==> src/rtl/ddr_line_fetch_pkg.sv <==
// Shared definitions for the DDR line fetcher: FSM encoding, line geometry
// helpers and the default frame bank bases.
package ddr_fetch_pkg;

  typedef enum logic [2:0] {
    S_IDLE      = 3'd0,
    S_WAIT_LINE = 3'd1,
    S_ADDR      = 3'd2,
    S_DATA      = 3'd3,
    S_DRAIN     = 3'd4
  } fetch_state_t;

  localparam logic [27:0] BANK0_BASE_DEF = 28'h000_0000;
  localparam logic [27:0] BANK1_BASE_DEF = 28'h020_0000;

  function automatic int beats_per_line(input int h_width, input int dq_width);
    return (h_width * 2) / dq_width;
  endfunction

  function automatic int bursts_per_line(input int h_width, input int dq_width,
                                         input int burst_len);
    return beats_per_line(h_width, dq_width) / burst_len;
  endfunction

  function automatic int line_bytes(input int h_width);
    return h_width * 2;
  endfunction

endpackage

==> src/rtl/ddr_line_fetch_cdc.sv <==
// Two-flop synchroniser with a one-cycle edge pulse: any edge in toggle
// mode, rising edge only otherwise.
module cdc_toggle_sync #(
  parameter bit TOGGLE_MODE = 1'b1
) (
  input  logic clk,
  input  logic rst,
  input  logic i_async,
  output logic o_pulse
);

  logic r_meta;
  logic r_sync;
  logic r_prev;

  always_ff @(posedge clk or negedge rst) begin
    if (!rst) begin
      r_meta <= 1'b0;
      r_sync <= 1'b0;
      r_prev <= 1'b0;
    end else begin
      r_meta <= i_async;
      r_sync <= r_meta;
      r_prev <= r_sync;
    end
  end

  assign o_pulse = TOGGLE_MODE ? (r_sync ^ r_prev) : (r_sync & ~r_prev);

endmodule

==> src/rtl/ddr_line_fetch.sv <==
// Fetches one video line per display request as AXI4 read bursts and streams
// the beats to the line buffer. Define DDR_LINE_PREFETCH_EN to free-run ahead.
module ddr_line_fetch
  import ddr_fetch_pkg::*;
#(
  parameter int DQ_WIDTH   = 32,
  parameter int H_WIDTH    = 1280,
  parameter int H_HEIGHT   = 720,
  parameter int BURST_LEN  = 16,
  parameter int ADDR_WIDTH = 28,
  parameter logic [ADDR_WIDTH-1:0] BANK0_BASE = ADDR_WIDTH'(BANK0_BASE_DEF),
  parameter logic [ADDR_WIDTH-1:0] BANK1_BASE = ADDR_WIDTH'(BANK1_BASE_DEF)
) (
  input  logic                    clk,
  input  logic                    rst,
  input  logic                    rd_fsync,
  input  logic                    line_req_tog,
  input  logic                    frame_instruct,
  output logic [ADDR_WIDTH-1:0]   axi_araddr,
  output logic [7:0]              axi_arlen,
  output logic                    axi_arvalid,
  input  logic                    axi_arready,
  input  logic [DQ_WIDTH*8-1:0]   axi_rdata,
  input  logic                    axi_rvalid,
  input  logic                    axi_rlast,
  output logic                    buf_wr_en,
  output logic [DQ_WIDTH*8-1:0]   buf_wr_data,
  output logic                    line_ovf,
  output logic [2:0]              o_dbg_state
);

  localparam int BPL     = bursts_per_line(H_WIDTH, DQ_WIDTH, BURST_LEN);
  localparam int LINE_W  = $clog2(H_HEIGHT + 1);
  localparam int BURST_W = (BPL > 1) ? $clog2(BPL) : 1;
  localparam logic [LINE_W-1:0]     H_MAX       = LINE_W'(H_HEIGHT);
  localparam logic [BURST_W-1:0]    BURST_LAST  = BURST_W'(BPL - 1);
  localparam logic [ADDR_WIDTH-1:0] LINE_STRIDE = ADDR_WIDTH'(line_bytes(H_WIDTH));
  localparam logic [ADDR_WIDTH-1:0] BURST_STRIDE = ADDR_WIDTH'(BURST_LEN * DQ_WIDTH);

`ifdef DDR_LINE_PREFETCH_EN
  localparam logic PREFETCH = 1'b1;
`else
  localparam logic PREFETCH = 1'b0;
`endif

  if ((H_WIDTH * 2) % (DQ_WIDTH * BURST_LEN) != 0) begin : g_bad_geometry
    $error("ddr_line_fetch: a line must be a whole number of bursts");
  end

  logic w_fstart;
  logic w_line_req;
  logic w_req;
  logic w_last;

  cdc_toggle_sync #(.TOGGLE_MODE(1'b0)) u_fsync_sync (
    .clk(clk), .rst(rst), .i_async(rd_fsync), .o_pulse(w_fstart)
  );

  cdc_toggle_sync #(.TOGGLE_MODE(1'b1)) u_req_sync (
    .clk(clk), .rst(rst), .i_async(line_req_tog), .o_pulse(w_line_req)
  );

  assign w_req  = PREFETCH ? 1'b0 : w_line_req;
  assign w_last = axi_rvalid && axi_rlast;

  fetch_state_t            r_state, nxt_state;
  logic [ADDR_WIDTH-1:0]   r_base, nxt_base;
  logic [LINE_W-1:0]       r_line, nxt_line;
  logic [BURST_W-1:0]      r_burst, nxt_burst;
  logic                    r_pending, nxt_pending;
  logic                    r_ovf, nxt_ovf;
  logic                    r_abort, nxt_abort;
  logic                    nxt_wr_en;
  logic [DQ_WIDTH*8-1:0]   nxt_wr_data;
  logic [ADDR_WIDTH-1:0]   w_addr;
  logic                    r_arvalid;
  logic [ADDR_WIDTH-1:0]   r_araddr;
  logic                    r_wr_en;
  logic [DQ_WIDTH*8-1:0]   r_wr_data;

  // A frame start always wins over a same-cycle request; r_abort remembers
  // that an address already on the bus must still complete, then be drained.
  always_comb begin
    nxt_state   = r_state;
    nxt_base    = r_base;
    nxt_line    = r_line;
    nxt_burst   = r_burst;
    nxt_pending = r_pending;
    nxt_ovf     = r_ovf;
    nxt_abort   = r_abort;
    nxt_wr_en   = 1'b0;
    nxt_wr_data = r_wr_data;
    if (w_fstart) begin
      nxt_base    = frame_instruct ? BANK1_BASE : BANK0_BASE;
      nxt_line    = '0;
      nxt_burst   = '0;
      nxt_pending = PREFETCH;
      nxt_ovf     = 1'b0;
      case (r_state)
        S_ADDR: begin
          if (axi_arready) begin
            nxt_state = S_DRAIN;
            nxt_abort = 1'b0;
          end else begin
            nxt_abort = 1'b1;
          end
        end
        S_DATA, S_DRAIN: nxt_state = w_last ? S_WAIT_LINE : S_DRAIN;
        default:         nxt_state = S_WAIT_LINE;
      endcase
    end else begin
      if (w_req && (r_state == S_ADDR || r_state == S_DATA || r_state == S_DRAIN)) begin
        if (r_pending) nxt_ovf = 1'b1;
        else           nxt_pending = 1'b1;
      end
      case (r_state)
        S_WAIT_LINE: begin
          if (r_pending || w_req) begin
            if (r_line < H_MAX) begin
              nxt_state   = S_ADDR;
              nxt_pending = r_pending && w_req;
            end else begin
              nxt_pending = 1'b0;
            end
          end
        end
        S_ADDR: begin
          if (axi_arready) begin
            nxt_state = r_abort ? S_DRAIN : S_DATA;
            nxt_abort = 1'b0;
          end
        end
        S_DATA: begin
          if (axi_rvalid) begin
            nxt_wr_en   = 1'b1;
            nxt_wr_data = axi_rdata;
            if (axi_rlast) begin
              if (r_burst == BURST_LAST) begin
                nxt_burst = '0;
                nxt_line  = r_line + 1'b1;
                nxt_state = S_WAIT_LINE;
                if (PREFETCH && (nxt_line < H_MAX)) nxt_pending = 1'b1;
              end else begin
                nxt_burst = r_burst + 1'b1;
                nxt_state = S_ADDR;
              end
            end
          end
        end
        S_DRAIN: begin
          if (w_last) nxt_state = S_WAIT_LINE;
        end
        default: ;
      endcase
    end
  end

  assign w_addr = nxt_base + ADDR_WIDTH'(nxt_line) * LINE_STRIDE
                           + ADDR_WIDTH'(nxt_burst) * BURST_STRIDE;

  // AXI AR: arvalid/araddr are loaded on entry to ADDR and held unchanged
  // until the cycle arvalid && arready, which is the single handshake.
  always_ff @(posedge clk or negedge rst) begin
    if (!rst) begin
      r_state   <= S_IDLE;
      r_base    <= '0;
      r_line    <= '0;
      r_burst   <= '0;
      r_pending <= 1'b0;
      r_ovf     <= 1'b0;
      r_abort   <= 1'b0;
      r_arvalid <= 1'b0;
      r_araddr  <= '0;
      r_wr_en   <= 1'b0;
      r_wr_data <= '0;
    end else begin
      r_state   <= nxt_state;
      r_base    <= nxt_base;
      r_line    <= nxt_line;
      r_burst   <= nxt_burst;
      r_pending <= nxt_pending;
      r_ovf     <= nxt_ovf;
      r_abort   <= nxt_abort;
      r_arvalid <= (nxt_state == S_ADDR);
      if (nxt_state == S_ADDR && r_state != S_ADDR) r_araddr <= w_addr;
      r_wr_en   <= nxt_wr_en;
      r_wr_data <= nxt_wr_data;
    end
  end

  assign axi_arlen   = 8'(BURST_LEN - 1);
  assign axi_arvalid = r_arvalid;
  assign axi_araddr  = r_araddr;
  assign buf_wr_en   = r_wr_en;
  assign buf_wr_data = r_wr_data;
  assign line_ovf    = r_ovf;
  assign o_dbg_state = r_state;

endmodule
==> config.mk <==
export PLATFORM = sky130hd
export DESIGN_NAME = ddr_line_fetch
export DESIGN_NICKNAME = d
export VERILOG_FILES = /design/src/rtl/ddr_line_fetch_pkg.sv /design/src/rtl/ddr_line_fetch_cdc.sv /design/src/rtl/ddr_line_fetch.sv
export SDC_FILE = /design/constraint.sdc
export NUM_CORES = 1
export LEC_CHECK = 0
export BUFFER_PORTS_ARGS = -buffer_cell sky130_fd_sc_hd__buf_2
export CAP_MARGIN = 20
export CORE_AREA = 8 8 212 214
export DETAILED_ROUTE_END_ITERATION = 10
export DIE_AREA = 0 0 220 222
export PLACE_DENSITY_LB_ADDON = 0.08
export SYNTH_ARGS = -nofsm -noshare
export SYNTH_HDL_FRONTEND = slang
export SYNTH_SLANG_ARGS = --single-unit
==> constraint.sdc <==
create_clock -name clk -period 4.9 [get_ports clk]
set_input_delay 1.225 -clock clk [delete_from_list [all_inputs] [get_ports clk]]
set_output_delay 1.225 -clock clk [all_outputs]
set_load 0.005 [all_outputs]
# == Word level (Yosys, flattened, before mapping) ==
# Index checks and enable logic that the tools add are counted.
# word_totals
reg_bits,339
inputBits,264
output_inout_bits,298
wordCells,89
# classes
add_sub_neg,4
multipliers,1
n_lt_le_gt_ge,1
n_eq_ne,7
mux,41
bitwise,4
reduce_logical,14
# op_table
cell,count
10-bit two-way mux,5
3-bit two-way mux,15
28-bit by 12-bit adder with 28-bit output,1
28-bit by 22-bit adder with 28-bit output,1
28-bit two-way mux,1
22-bit two-way mux,1
1-bit two-way mux,16
"10-bit by 3-bit multiplier with 13-bit output, second input constant",1
3-bit one-hot mux with 4 select lines,1
"10-bit by 1-bit adder with 10-bit output, second input constant",1
"10-bit < comparator, second input constant",1
"3-bit by 2-bit == test with 1-bit output, second input constant",3
"3-bit == test, second input constant",2
3-bit one-hot mux with 2 select lines,1
2-bit nonzero test,3
1-bit logical AND,4
2-bit AND reduction,2
"3-bit by 1-bit adder with 3-bit output, second input constant",1
"3-bit by 1-bit == test with 1-bit output, second input constant",1
1-bit logical OR,3
"3-bit by 2-bit != test with 1-bit output, second input constant",1
3-bit AND reduction,1
2-bit two-way mux,1
1-bit NOT,2
3 further kinds,3

# == Longest topological paths before layout ==
# depth
word_depth,9
depth_mapped,25
depth_no_buf,25

# == By module ==
# A second synthesis with hierarchy kept.
# hier_totals
hier_cells,1000
area_unflattened_um2,14296.2
# modules_own_cells
module,n_inst,cells_per_inst,area_each_um2
ddr_line_fetch,1,992,14123.5
cdc_toggle_sync at u_fsync_sync,1,4,88.8
cdc_toggle_sync at u_req_sync,1,4,83.8

# == Worst setup path before layout ==
# OpenSTA, ideal clock, no wires.
# synth_timing
path_kind,input to register
from,input port axi_rvalid
to,"register r_araddr[25], in the netlist axi_araddr[25]"
setup_ps,128
arrival_ps,5819
required_time_ps,4772
setup_slack_ps,-1047
cell_stages,21
n_path_buf,0
cell_sequence,nand2_2 > nor3_1 > nand2_1 > or3_1 > a21oi_1 > ha_1 > ha_1 > nor2b_1 > o21ai_0 > a21boi_0 > o21ai_0 > a21oi_1 > xnor2_1 > ha_1 > ha_1 > a21o_1 > a31oi_1 > a21boi_0 > a21oi_1 > xor2_1 > mux2_1
# synth_between
elab_chain_len,6
# synth_lines
element,line_no,text
from (decl),ddr_line_fetch.sv:24,"input logic axi_rvalid,"
10-bit two-way mux,ddr_line_fetch.sv:134,if (axi_rvalid) begin
10-bit two-way mux,ddr_line_fetch.sv:116,case (r_state)
10-bit two-way mux,ddr_line_fetch.sv:93,if (w_fstart) begin
named net nxt_line[5],ddr_line_fetch.sv:68,"logic [LINE_W-1:0] r_line, nxt_line;"
10-bit by 3-bit multiplier with 13-bit output,ddr_line_fetch.sv:158,assign w_addr = nxt_base + ADDR_WIDTH'(nxt_line) * LINE_STRIDE
28-bit by 22-bit adder with 28-bit output,ddr_line_fetch.sv:158,
28-bit by 12-bit adder with 28-bit output,ddr_line_fetch.sv:159,+ ADDR_WIDTH'(nxt_burst) * BURST_STRIDE;
to (signal assigned),ddr_line_fetch.sv:185,if (nxt_state == S_ADDR && r_state != S_ADDR) r_araddr <= w_addr;
to (decl),ddr_line_fetch.sv:77,logic [ADDR_WIDTH-1:0] r_araddr;
# The timed path passes the listed nets, and every way through them passes these cells.
# A chain may end at the register's enable or synchronous reset.

# == Worst setup path in the final report ==
# layout_timing
from,input port axi_rlast
to,"register r_araddr[23], in the netlist axi_araddr[23]"
# layout_between
elab_chain_len,7
# layout_lines
element,line_no,text
from (decl),ddr_line_fetch.sv:25,"input logic axi_rlast,"
10-bit two-way mux,ddr_line_fetch.sv:137,if (axi_rlast) begin
10-bit two-way mux,ddr_line_fetch.sv:134,
10-bit two-way mux,ddr_line_fetch.sv:116,
10-bit two-way mux,ddr_line_fetch.sv:93,
named net nxt_line[0],ddr_line_fetch.sv:68,
10-bit by 3-bit multiplier with 13-bit output,ddr_line_fetch.sv:158,
28-bit by 22-bit adder with 28-bit output,ddr_line_fetch.sv:158,
28-bit by 12-bit adder with 28-bit output,ddr_line_fetch.sv:159,
# The timed path passes the listed nets, and every way through them passes these cells.

==> impl_metrics.ini <==
[status]
status = completed

[synth]
synthesis.instances = 1520
yosysMostFrequentCell = nand2_1
syn_area_um2 = 14210
seq_area_frac_synth_pct = 59.71
synth_edf_count = 0
yosysWarnings = 0
synth_area_leader_cell = dfrtp_1
synth_ff_type = dfrtp_1
synth.distinct_cells = 51
synth_area_leaders = dfrtp_1, nand2_1, ha_1, clkbuf_1, and2_1
ys_top_cells_by_count = nand2_1, dfrtp_1, clkbuf_1, ha_1, a21oi_1
avgSynthCellArea_um2 = 9.346
ys_ff_latch = 339
async_flop_share_pct = 100.0
synth.top_cell.area_share_pct = 59.71

[floorplan]
fp-row-count = 75
start_util_pct = 34.25
coreArea_um2 = 41480
die_h_um = 222
die-area_um2 = 48840
die_w_um = 220
ioPinCount = 562

[sta]
worstMarginPinSlew_ns = 1.161
skew_ns = 0.01503
finalSetupViolCount = 0
slew_violations = 0
timing.hold.ws_ns = 0.3478
rsz0062_at_grt = yes
fin_crit_ns = 4.862
maxSlewHeadroom_pct = 22.59
fin_crit_sh_pct = 99.23
hold_violations = 0
max_freq_mhz = 205.7
worst_slack_ns = 0.03759

[cts]
cts_tree = yes
cts_hold_buf = 0
htreeDepth = 2
cts.clk_slew.worst_paths_ns = 0.06
cts.path.max_buffers = 3
clk_latency_ns = 0.55
cts.sinks = 339
cts_buffers = 41
cts-root-buf = clkbuf_16

[routing]
route.met2.wl_um = 25620
viasPerCell = 4.498
drc = 0
dr.pass1.iters = 5
dr.max_layer_used = met5
route.met3.wl_um = 4067
drt-initial-drc-count = 776
ant_nets = 0
wl_met1_um = 19570
wl_per_cell_um = 18.87
vias = 12170
wl_um = 51050

[place]
gp_congestion = 0.8413
place.port_buffers = 553
place_area_um2 = 18160
dpl.cell_count = 2618
dpl.hpwl_um = 38130
place_ws_ns = -0.7644

[global_route]
grt-ovfl-total = 0
grt_max_degree = 215
antenna_found_initial = 18
grt_pass1_vias = 12580
grt_pass1_wl_um = 77200
track_usage_pct = 20.45

[setup_path]
endpoint_kind = flip-flop
path_max_fanout = 3
crit_type = input pin to flip-flop
cp.required_ns = 5.34
critical_path.most_common_cell = xnor2_1
cp_top_family = adder cells
cpPeakStageDelay_ns = 0.34
cp-start-kind = input pin
crit_slowest_cell = fa_2
crit_buf_inv = 5
arrival_ns = 5.30

[power_and_ir_drop]
p_per_area_nw_per_um2 = 523.8
p_leak_uw = 0.01141
vdd_drop_max_mv = 0.3034

[cells_and_area]
synthToLayoutAreaGrowth_pct = 39.19
fill_cells = 4057
final_core_util_pct = 47.67
drive_gt1_share_pct = 35.76
fin_area_um2 = 19770
multiInputGateArea_um2 = 5599
final_nets = 2439
instances_no_fill = 2705
seq_area_um2 = 8483

[worst_hold_path]
hold_class = flip-flop to flip-flop

[job]
maxCapViolations = 0
==> path summary, 6_finish.rpt <==
check | startpoint | endpoint | slack [ns] | depth (start not counted)
worst max-delay path | axi_rlast | axi_araddr[23] | 0.04 | 26
worst min-delay path | u_req_sync.r_meta | u_req_sync.r_sync | 0.35 | 0
worst max register to register | r_burst[0] | axi_araddr[23] | 0.15 | 27
worst min register to register | u_req_sync.r_meta | u_req_sync.r_sync | 0.35 | 0
max in group asynchronous | rst | buf_wr_data[42] | 3.20 | 2
min in group asynchronous | rst | axi_araddr[14] | 0.74 | 1
==> through the flow <==
stage	power, uW	TNS (ns)
global route	11070	-1.492
detailed placement	7365	-6.601
global placement	7323	-6.552
finish	10360	0
CTS	10570	0
floorplan	5563	-1.712
==> placed cells by master (no fill, tap or decap), types with 6 or more instances in the layout <==
cell	netlist	routed
nand2_1	795	792
buf_2	1	550
dfrtp_1	339	339
buf_4	8	72
clkbuf_16	0	43
ha_1	42	33
and2_1	26	26
inv_1	26	25
nor2_1	23	22
a21oi_1	29	20
xnor2_1	17	17
clkbuf_8	0	14
xor2_1	13	13
mux2_4	10	13
o21ai_0	17	11
a21oi_2	0	8
mux2i_1	8	8
mux2_2	8	8
conb_1	2	8
diode_2	0	7
nor2b_1	9	7
ha_4	0	7
clkbuf_1	62	7
clkinv_2	0	6
buf_12	0	6
==> what timing repair did <==
action	4_1_cts	5_1_grt
endpoints found under the setup margin	6	10
setup buffers	1	5
gates resized for setup	11	24
pin swaps	9	27
==> area by class of cell <==
| type | instances | share of cell area [%] |
|---|---|---|
| multi-input combinational | 1085 | 28.32 |
| tap | 539 | 3.411 |
| clock inverter | 10 | 0.5378 |
| sequential | 339 | 42.90 |
| inverter | 27 | 0.5378 |
| timing repair buffer | 634 | 17.66 |
| antenna | 7 | 0.08859 |
| clock buffer | 64 | 6.549 |
==> where the power goes <==
part / switching (uW) / internal (uW)
logic: 1690 / 1260
registers: 502 / 3790
clock network: 1200 / 1920
total: 3390 / 6970
==> per-layer routing <==
| metal | vias to the layer above | global-route usage [%] |
|---|---|---|
| li1 | 5955 | - |
| met1 | 5734 | 23.40 |
| met2 | 356 | 34.50 |
| met3 | 103 | 7.094 |
| met4 | 18 | 8.127 |
| met5 | - | 0 |
==> state kept, by name, indices dropped and copies added, names as in the netlist <==
name / cells
u_req_sync.r_prev: 1
r_base: 28
buf_wr_en: 1
axi_arvalid: 1
u_fsync_sync.r_prev: 1
line_ovf: 1
r_pending: 1
r_abort: 1
axi_araddr: 28
u_fsync_sync.r_meta: 1
r_line: 10
u_fsync_sync.r_sync: 1
u_req_sync.r_meta: 1
buf_wr_data: 256
r_burst: 3
u_req_sync.r_sync: 1
o_dbg_state: 3
==> worst reg2reg max path: stages, from the launching register on <==
cell,delay (ns)
dfrtp_1,0.39
inv_1,0.06
ha_1,0.18
nand2_2,0.09
nor3_4,0.17
buf_6,0.13
buf_6,0.09
xnor2_1,0.05
or2_2,0.28
inv_1,0.07
ha_1,0.15
ha_2,0.19
inv_2,0.04
fa_2,0.34
nor2b_2,0.13
o21ai_2,0.07
a21boi_2,0.17
o21ai_2,0.10
a21oi_2,0.15
xnor2_1,0.13
ha_1,0.28
ha_4,0.26
a21o_1,0.18
a31oi_2,0.19
a21boi_4,0.24
nand2_1,0.09
xnor2_1,0.14
mux2_4,0.25
==> cells by family after synthesis <==
kind of cell	after synthesis	synth area share [%]
simple gates	898	25.26
xor+xnor	30	1.850
mux	31	2.651
compound gates	71	3.047
fa+ha+maj	47	4.404
buf+inv	102	3.021
other cells	2	0.05286
flops	339	59.71
Note: power is estimated with default switching activity, not from simulation.
